$ cat config.mk
export PLATFORM = sky130hd
export DESIGN_NAME = aes_key_gen
export DESIGN_NICKNAME = d
export VERILOG_FILES = /design/src/rtl/aes_key_gen.sv
export SDC_FILE = /design/constraint.sdc
export NUM_CORES = 1
export LEC_CHECK = 0
export ABC_AREA = 1
export BUFFER_PORTS_ARGS = -buffer_cell sky130_fd_sc_hd__buf_2
export CORE_ASPECT_RATIO = 0.6
export CORE_MARGIN = 5
export CORE_UTILIZATION = 51
export CTS_CLUSTER_SIZE = 14
export DETAILED_ROUTE_END_ITERATION = 8
export PLACE_DENSITY = 0.89
export SYNTH_ARGS = -nofsm -noshare
export SYNTH_HDL_FRONTEND = slang
export SYNTH_SLANG_ARGS = --single-unit
export TNS_END_PERCENT = 10
$ cat constraint.sdc
create_clock -name clk -period 1.7 [get_ports clk]
set_clock_uncertainty 0.05 [all_clocks]
set_input_delay 0.34 -clock clk [delete_from_list [all_inputs] [get_ports clk]]
set_output_delay 0.34 -clock clk [all_outputs]
set_load 0.02 [all_outputs]
$ cat src/rtl/aes_key_gen.sv
// -----------------------------------------------------------------------------
// aes_key_gen -- iterative AES-128 round-key generator.
//
// Expands a 128-bit cipher key one round at a time, on request, using an
// external combinational S-box shared with the cipher datapath. Each round
// takes three cycles from the request edge: SUB (S-box lookup of RotWord(w3)),
// EXPAND (word chain XOR) and the write of the new key.
//
// Ports:
//   clk          rising-edge clock
//   rst          synchronous active-high reset
//   gen_key_i    load key_i as round 0 and restart the schedule (aborts any
//                expansion in flight)
//   next_rnd_i   request the next round key (honoured only in IDLE with a
//                valid key below round 10)
//   key_i        cipher key, w0 in [127:96] ... w3 in [31:0]
//   sbox_in_o    word presented to the shared S-box (0 outside SUB)
//   sbox_out_i   substituted word, returned combinationally
//   round_key_o  current round key
//   round_o      index of round_key_o (0..10)
//   key_valid_o  round_key_o is stable and usable
//   busy_o       expansion in progress
//   last_rnd_o   round 10 key is valid
//
// Optional feature, enabled by defining AES_KEYGEN_KEY_STORE_EN:
//   key_idx_i    store read index (0..10, larger indices read 0)
//   stored_key_o combinational read of the 11-entry round-key store
// -----------------------------------------------------------------------------
module aes_key_gen (
    input  logic         clk,
    input  logic         rst,
    input  logic         gen_key_i,
    input  logic         next_rnd_i,
    input  logic [127:0] key_i,
    output logic [31:0]  sbox_in_o,
    input  logic [31:0]  sbox_out_i,
    output logic [127:0] round_key_o,
    output logic [3:0]   round_o,
    output logic         key_valid_o,
    output logic         busy_o,
    output logic         last_rnd_o
`ifdef AES_KEYGEN_KEY_STORE_EN
    ,
    input  logic [3:0]   key_idx_i,
    output logic [127:0] stored_key_o
`endif
);

    typedef enum logic [1:0] {
        IDLE   = 2'd0,
        SUB    = 2'd1,
        EXPAND = 2'd2
    } state_t;

    state_t         state_reg;
    state_t         state_next;
    logic [127:0]   round_key_reg;
    logic [3:0]     round_reg;
    logic [7:0]     rcon_reg;
    logic [7:0]     rcon_next;
    logic           valid_reg;
    logic [31:0]    temp_reg;
    logic [31:0]    w_cur  [4];
    logic [31:0]    w_next [4];
    logic [127:0]   key_next;
    logic           accept;

    // Split the key into words, w0 being the most significant.
    generate
        for (genvar gi = 0; gi < 4; gi++) begin : g_words
            assign w_cur[gi] = round_key_reg[127-32*gi -: 32];
            if (gi == 0) begin : g_w0
                assign w_next[gi] = w_cur[gi] ^ temp_reg ^ {rcon_reg, 24'h0};
            end else begin : g_wn
                assign w_next[gi] = w_cur[gi] ^ w_next[gi-1];
            end
            assign key_next[127-32*gi -: 32] = w_next[gi];
        end
    endgenerate

    // xtime: multiply by x in GF(2^8) with the AES polynomial.
    assign rcon_next = {rcon_reg[6:0], 1'b0} ^ (rcon_reg[7] ? 8'h1b : 8'h00);

    assign accept = (state_reg == IDLE) && next_rnd_i && valid_reg && (round_reg != 4'd10);

    always_comb begin
        state_next = state_reg;
        sbox_in_o  = 32'h0;
        case (state_reg)
            IDLE:    if (accept) state_next = SUB;
            SUB: begin
                sbox_in_o  = {w_cur[3][23:0], w_cur[3][31:24]};
                state_next = EXPAND;
            end
            EXPAND:  state_next = IDLE;
            default: state_next = IDLE;
        endcase
        // A reload always returns to IDLE, abandoning any partial round.
        if (gen_key_i) state_next = IDLE;
    end

    always_ff @(posedge clk) begin
        if (rst) state_reg <= IDLE;
        else     state_reg <= state_next;
    end

    always_ff @(posedge clk) begin
        if (rst) begin
            round_key_reg <= 128'h0;
            round_reg     <= 4'd0;
            rcon_reg      <= 8'h01;
            valid_reg     <= 1'b0;
            temp_reg      <= 32'h0;
        end else if (gen_key_i) begin
            round_key_reg <= key_i;
            round_reg     <= 4'd0;
            rcon_reg      <= 8'h01;
            valid_reg     <= 1'b1;
            temp_reg      <= 32'h0;
        end else begin
            case (state_reg)
                IDLE:   if (accept) valid_reg <= 1'b0;
                SUB:    temp_reg <= sbox_out_i;
                EXPAND: begin
                    round_key_reg <= key_next;
                    round_reg     <= round_reg + 4'd1;
                    rcon_reg      <= rcon_next;
                    valid_reg     <= 1'b1;
                end
                default: ;
            endcase
        end
    end

    assign round_key_o = round_key_reg;
    assign round_o     = round_reg;
    assign key_valid_o = valid_reg;
    assign busy_o      = (state_reg != IDLE);
    assign last_rnd_o  = valid_reg && (round_reg == 4'd10);

`ifdef AES_KEYGEN_KEY_STORE_EN
    // Register-based store: reads are combinational and a reload must clear
    // ten entries at once, which a RAM cannot do.
    logic [127:0] store_reg [0:10];
    logic [3:0]   round_inc;

    assign round_inc = round_reg + 4'd1;

    always_ff @(posedge clk) begin
        for (int i = 0; i <= 10; i++) begin
            if (rst) begin
                store_reg[i] <= 128'h0;
            end else if (gen_key_i) begin
                store_reg[i] <= (i == 0) ? key_i : 128'h0;
            end else if (state_reg == EXPAND && round_inc == i[3:0]) begin
                store_reg[i] <= key_next;
            end
        end
    end

    assign stored_key_o = (key_idx_i <= 4'd10) ? store_reg[key_idx_i] : 128'h0;
`endif

endmodule

==> results of run 1 <==
## layer usage
metal / vias to the layer above / GRT usage
met2: 614 / 0.490
met4: 4 / 0.0894
met1: 5068 / 0.395
met5: - / 0
li1: 5410 / -
met3: 85 / 0.0721
## synthesized netlist by cell type (3+ instances only)
| cell | n |
|---|---|
| a21oi_1 | 49 |
| a221oi_1 | 4 |
| a31oi_1 | 92 |
| buf_1 | 5 |
| buf_2 | 28 |
| buf_4 | 9 |
| clkbuf_1 | 30 |
| dfxtp_1 | 175 |
| inv_1 | 157 |
| inv_2 | 3 |
| nand2_1 | 532 |
| nand3_1 | 131 |
| nand4_1 | 26 |
| nor2_1 | 134 |
| o211ai_1 | 4 |
| o21ai_0 | 49 |
| xnor2_1 | 24 |
| xor2_1 | 24 |
## metrics by stage
step / hold WS (ps) / util / cells / setup WS, ps / setup TNS (ps)
after detailed placement: 408 / 0.627 / 2009 / 112 / 0
after CTS: 86.8 / 0.680 / 2047 / -225 / -6620
final: 93.4 / 0.695 / 2053 / -239 / -6010
after floorplan: 393 / - / 1487 / 48.2 / 0
after global placement: 404 / 0.627 / 2009 / 165 / 0
after global routing: 99.5 / 0.695 / 2053 / -314 / -8170
## final cells by class
type	instances	area share
Clock inverter	14	0.0151
Tap cell	240	0.0239
Multi-Input combinational cell	1079	0.413
Sequential cell	175	0.280
Timing Repair Buffer	365	0.184
Inverter	161	0.0485
Clock buffer	18	0.0350
Antenna cell	1	0.000199
## power breakdown
part           switching, uW  internal [uW]  total [uW]
Clock                   1960           2190        4150
Combinational           1130            653        1780
Sequential               196           4280        4480
Total                   3290           7120       10400
## worst max-delay path, stage by stage, from the launching register on
cell,delay [ps]
dfxtp_2,330
inv_2,50
nor2_4,110
clkinv_4,90
buf_12,150
buf_16,170
nor2_4,100
buf_6,120
## worst max path at each step
stage                            start            end  slack [ps]  depth (start not counted)
after global placement    state_reg[0]  sbox_in_o[16]         170                          6
final                     state_reg[0]   sbox_in_o[9]        -240                          7
after detailed placement  state_reg[0]   sbox_in_o[1]         110                          6
after floorplan           state_reg[0]  sbox_in_o[31]          50                          5
after global routing      state_reg[0]  sbox_in_o[20]        -310                          7
after CTS                 state_reg[0]  sbox_in_o[12]        -230                          6
## what timing repair did
item,CTS,global route
resized for setup,74,59
pin swaps,2,2
setup endpoints to repair,33,36
setup buffers,3,5
cloned,3,1
## logic make-up after synthesis
| family | Yosys count | share of synthesized area |
|---|---|---|
| fa+ha+maj | 2 | 0.00266 |
| buf+inv | 233 | 0.100 |
| flops | 175 | 0.372 |
| xor+xnor | 48 | 0.0447 |
| compound gates | 202 | 0.123 |
| simple gates | 827 | 0.357 |
==> flow_summary.json, run 1 <==
{
  "hold_viol_final": 0,
  "total_power_uw": 10400,
  "multi_input_area_sq_um": 5190,
  "min_period_over_period": 1.14,
  "p_per_area_nw_per_um2": 829,
  "synth-seq-area-share": 0.372,
  "synth_edf_count": 0,
  "status": "finished, violations left",
  "highest_layer": "met5",
  "wl_met2_um": 15700,
  "avgSynthCellArea_sq_um": 6.32,
  "reg2reg_depth": 9,
  "grt_max_degree": 77,
  "die_x_um": 185,
  "async_flop_share": 0,
  "drc": 0,
  "vias_per_cell": 5.45,
  "clkTransAtPathRegs_ps": 80,
  "dr.pass1.iters": 5,
  "fillers": 1520,
  "worst_slack_ps": -239,
  "io_pins": 331,
  "cp_max_fo": 7,
  "antenna_found_initial": 3,
  "setup_violations": 33,
  "route.met3.wl_um": 3580,
  "final_common_cell": "nand2_1",
  "nets": 1965,
  "crit_arrival_ps": 1550,
  "grt_overflow": 0,
  "failed_checks": "setup timing",
  "start_util": 0.521,
  "dieArea_sq_um": 21300,
  "min_path_cells": 3,
  "clock_latency_ps": 430,
  "dr_total_vias": 11181,
  "postRouteAntennaNets": 0,
  "slew_headroom": 0.713,
  "synth_area_sq_um": 9410,
  "r2r-start": "state_reg[0]",
  "endpoint_kind": "primary output",
  "regToRegSetupSlack_ps": 60,
  "postSynthCellCount": 1487,
  "stdcell_area_sq_um": 12600,
  "place.gp.congestion": 0.962,
  "first_global_vias": 10140,
  "synth_top_area_cell": "dfxtp_1",
  "synth-warning-count": 0,
  "clock-sinks": 175,
  "seq_area_sq_um": 3510,
  "core_sq_um": 18100,
  "required_ps": 1310,
  "worst-slew-pin-transition_ps": 431,
  "cts_buffer_depth": 2,
  "ctsHoldBuffers": 0,
  "critical_path_class": "flop to primary output",
  "dpl_cell_area_sq_um": 11300,
  "synth-seq-cells": 175,
  "clock.fmax_ghz": 0.516,
  "drive_gt1_frac": 0.245,
  "hold_path.class": "input pin to flop",
  "synth_top_area_frac": 0.372,
  "synth_fp_nets": 1653,
  "ys_top_cells_by_area": "dfxtp_1 37%, nand2_1 21%, nand3_1 7.0%, inv_1 6.3%, a31oi_1 6.1%",
  "syn_to_final_growth_pct": 33.5,
  "grt_pass1_wl_um": 51400,
  "hold_end": "temp_reg[23]",
  "yosysUniqueCellTypes": 25,
  "cts_tree": "done",
  "routed_wl_um": 34100,
  "met1_length_um": 13900,
  "ir_drop_mv": 0.721,
  "largest_register_ffs": 128,
  "min-delay-start": "sbox_out_i[23]",
  "numCtsBuffers": 17,
  "cp-start-kind": "flop",
  "cts-root-buf": "clkbuf_16",
  "min_period_ps": 1940,
  "synth_flop_cell": "dfxtp_1",
  "drt_iter0_drc": 1169,
  "routedWlPerCell_um": 16.6,
  "htree_levels": 4,
  "r2r-end": "temp_reg[5]",
  "portBuffers": 330,
  "maxCapViolations": 0,
  "die_h_um": 115,
  "core.rowCount": 38,
  "rsz0062_at_grt": "yes",
  "drv_slew": 0,
  "grt_usage": 0.299,
  "dp_hpwl_um": 24200,
  "final_cell_mix": "532 x nand2_1, 295 x buf_2, 171 x dfxtp_1",
  "leakage_uw": 0.00583
}
(Power assumes the default switching activity.)
==> run 2, diff against run 1 <==
Settings changed: PLACE_DENSITY 0.89 to 0.81.
==> flow_summary.json, run 2 (synthesis results as in run 1) <==
{
  "status": "finished, violations left",
  "failed_checks": "setup timing",
  "cpPeakStageDelay_ps": 350,
  "core.rowCount": 38,
  "cp_top_family": "buffers and inverters",
  "maxCapViolations": 0,
  "drc": 0,
  "critPathBufInv": 4,
  "dp_hpwl_um": 24000,
  "io_pins": 331,
  "antenna_cells": 0,
  "drive_gt1_frac": 0.235,
  "dp_slack_ps": 101,
  "final_common_cell": "nand2_1",
  "cp-start-kind": "flop",
  "largest_register_ffs": 128,
  "cts-root-buf": "clkbuf_16",
  "antenna_found_initial": 1,
  "hold_viol_final": 0,
  "die_x_um": 185,
  "slew_headroom": 0.585,
  "core_sq_um": 18100,
  "numCtsBuffers": 17,
  "min_period_over_period": 1.11,
  "ir_drop_mv": 0.655,
  "hold_path.class": "input pin to flop",
  "endpoint_kind": "primary output",
  "min_period_ps": 1880,
  "worst_slack_ps": -181,
  "portBuffers": 330,
  "leakage_uw": 0.00571,
  "critical_path_class": "flop to primary output",
  "dr.pass1.iters": 5,
  "first_global_vias": 10210,
  "routedWlPerCell_um": 16.0,
  "grt_overflow": 0,
  "htree_levels": 4,
  "ctsHoldBuffers": 0,
  "required_ps": 1310,
  "postRouteAntennaNets": 0,
  "nets": 1956,
  "worst-slew-pin-transition_ps": 622,
  "grt_usage": 0.297,
  "crit_arrival_ps": 1490,
  "die_h_um": 115,
  "rsz0062_at_grt": "yes",
  "cp_slowest_cell": "dfxtp_2",
  "clock.fmax_ghz": 0.532,
  "total_power_uw": 10000,
  "syn_to_final_growth_pct": 29.8,
  "cp_max_fo": 17,
  "dieArea_sq_um": 21300,
  "p_per_area_nw_per_um2": 821,
  "drt_iter0_drc": 1035,
  "vias_per_cell": 5.36,
  "clock_latency_ps": 420,
  "clkTransAtPathRegs_ps": 80,
  "routed_wl_um": 32800,
  "final_cell_mix": "531 x nand2_1, 295 x buf_2, 170 x dfxtp_1",
  "start_util": 0.521,
  "clock-sinks": 175,
  "grt_max_degree": 57,
  "place.gp.congestion": 0.896,
  "path_cells": "inv_2, nor2_4, clkinv_4, buf_12, nor2_2, buf_6",
  "cts_tree": "done",
  "dr_total_vias": 10953,
  "drv_slew": 0,
  "grt_pass1_wl_um": 51400,
  "fillers": 1592,
  "setup_violations": 34,
  "cts_buffer_depth": 2
}
==> run 2: layer usage <==
layer,share of wire,vias up,global-route usage
met2,0.45,518,0.482
met3,0.11,67,0.0746
li1,-,5386,-
met5,0.00040,-,0
met4,0.027,2,0.0978
met1,0.41,4980,0.389
==> run 2: where the power goes <==
group | switching [uW] | internal, uW | leakage [uW]
sequential | 190 | 4280 | 0.00144
clock | 1860 | 1940 | 0.000264
combinational | 1110 | 642 | 0.00401
total | 3160 | 6870 | 0.00571
==> run 2: final timing paths <==
check,from,end,slack [ps],cells past startpoint
max reg2reg,round_key_o[113],round_key_o[49],190,9
max,state_reg[0],sbox_in_o[9],-180,6
min,sbox_out_i[18],temp_reg[18],100,3
min reg2reg,temp_reg[13],temp_reg[13],420,2
==> run 2: what timing repair did <==
item                       4_1_cts  5_1_grt
setup endpoints to repair       34       36
gates resized for setup         69       26
cloned                           1        0
buffers inserted                 1        0
==> run 2: cell type report <==
type | instances | area, sq um | area share
Multi-Input combinational cell | 1079 | 5070 | 0.415
Clock inverter | 13 | 125 | 0.0102
Tap cell | 240 | 300 | 0.0246
Timing Repair Buffer | 356 | 2160 | 0.177
Inverter | 161 | 609 | 0.0499
Sequential cell | 175 | 3510 | 0.287
Clock buffer | 19 | 433 | 0.0355
==> run 2: stage by stage <==
stage	utilization	cells	hold WS [ps]	setup TNS (ps)	cell area (sq um)
after floorplan	-	1487	393	0	9410
after global placement	0.627	2009	404	0	11300
after detailed placement	0.627	2009	409	0	11300
after CTS	0.670	2043	87.3	-4210	12100
after global routing	0.676	2043	101	-6380	12200
final	0.676	2043	98.6	-4920	12200
==> run 2: worst min-delay path, cell delays in order <==
cell	delay [ps]
buf_2	80
nor2_1	40
nor2_1	80
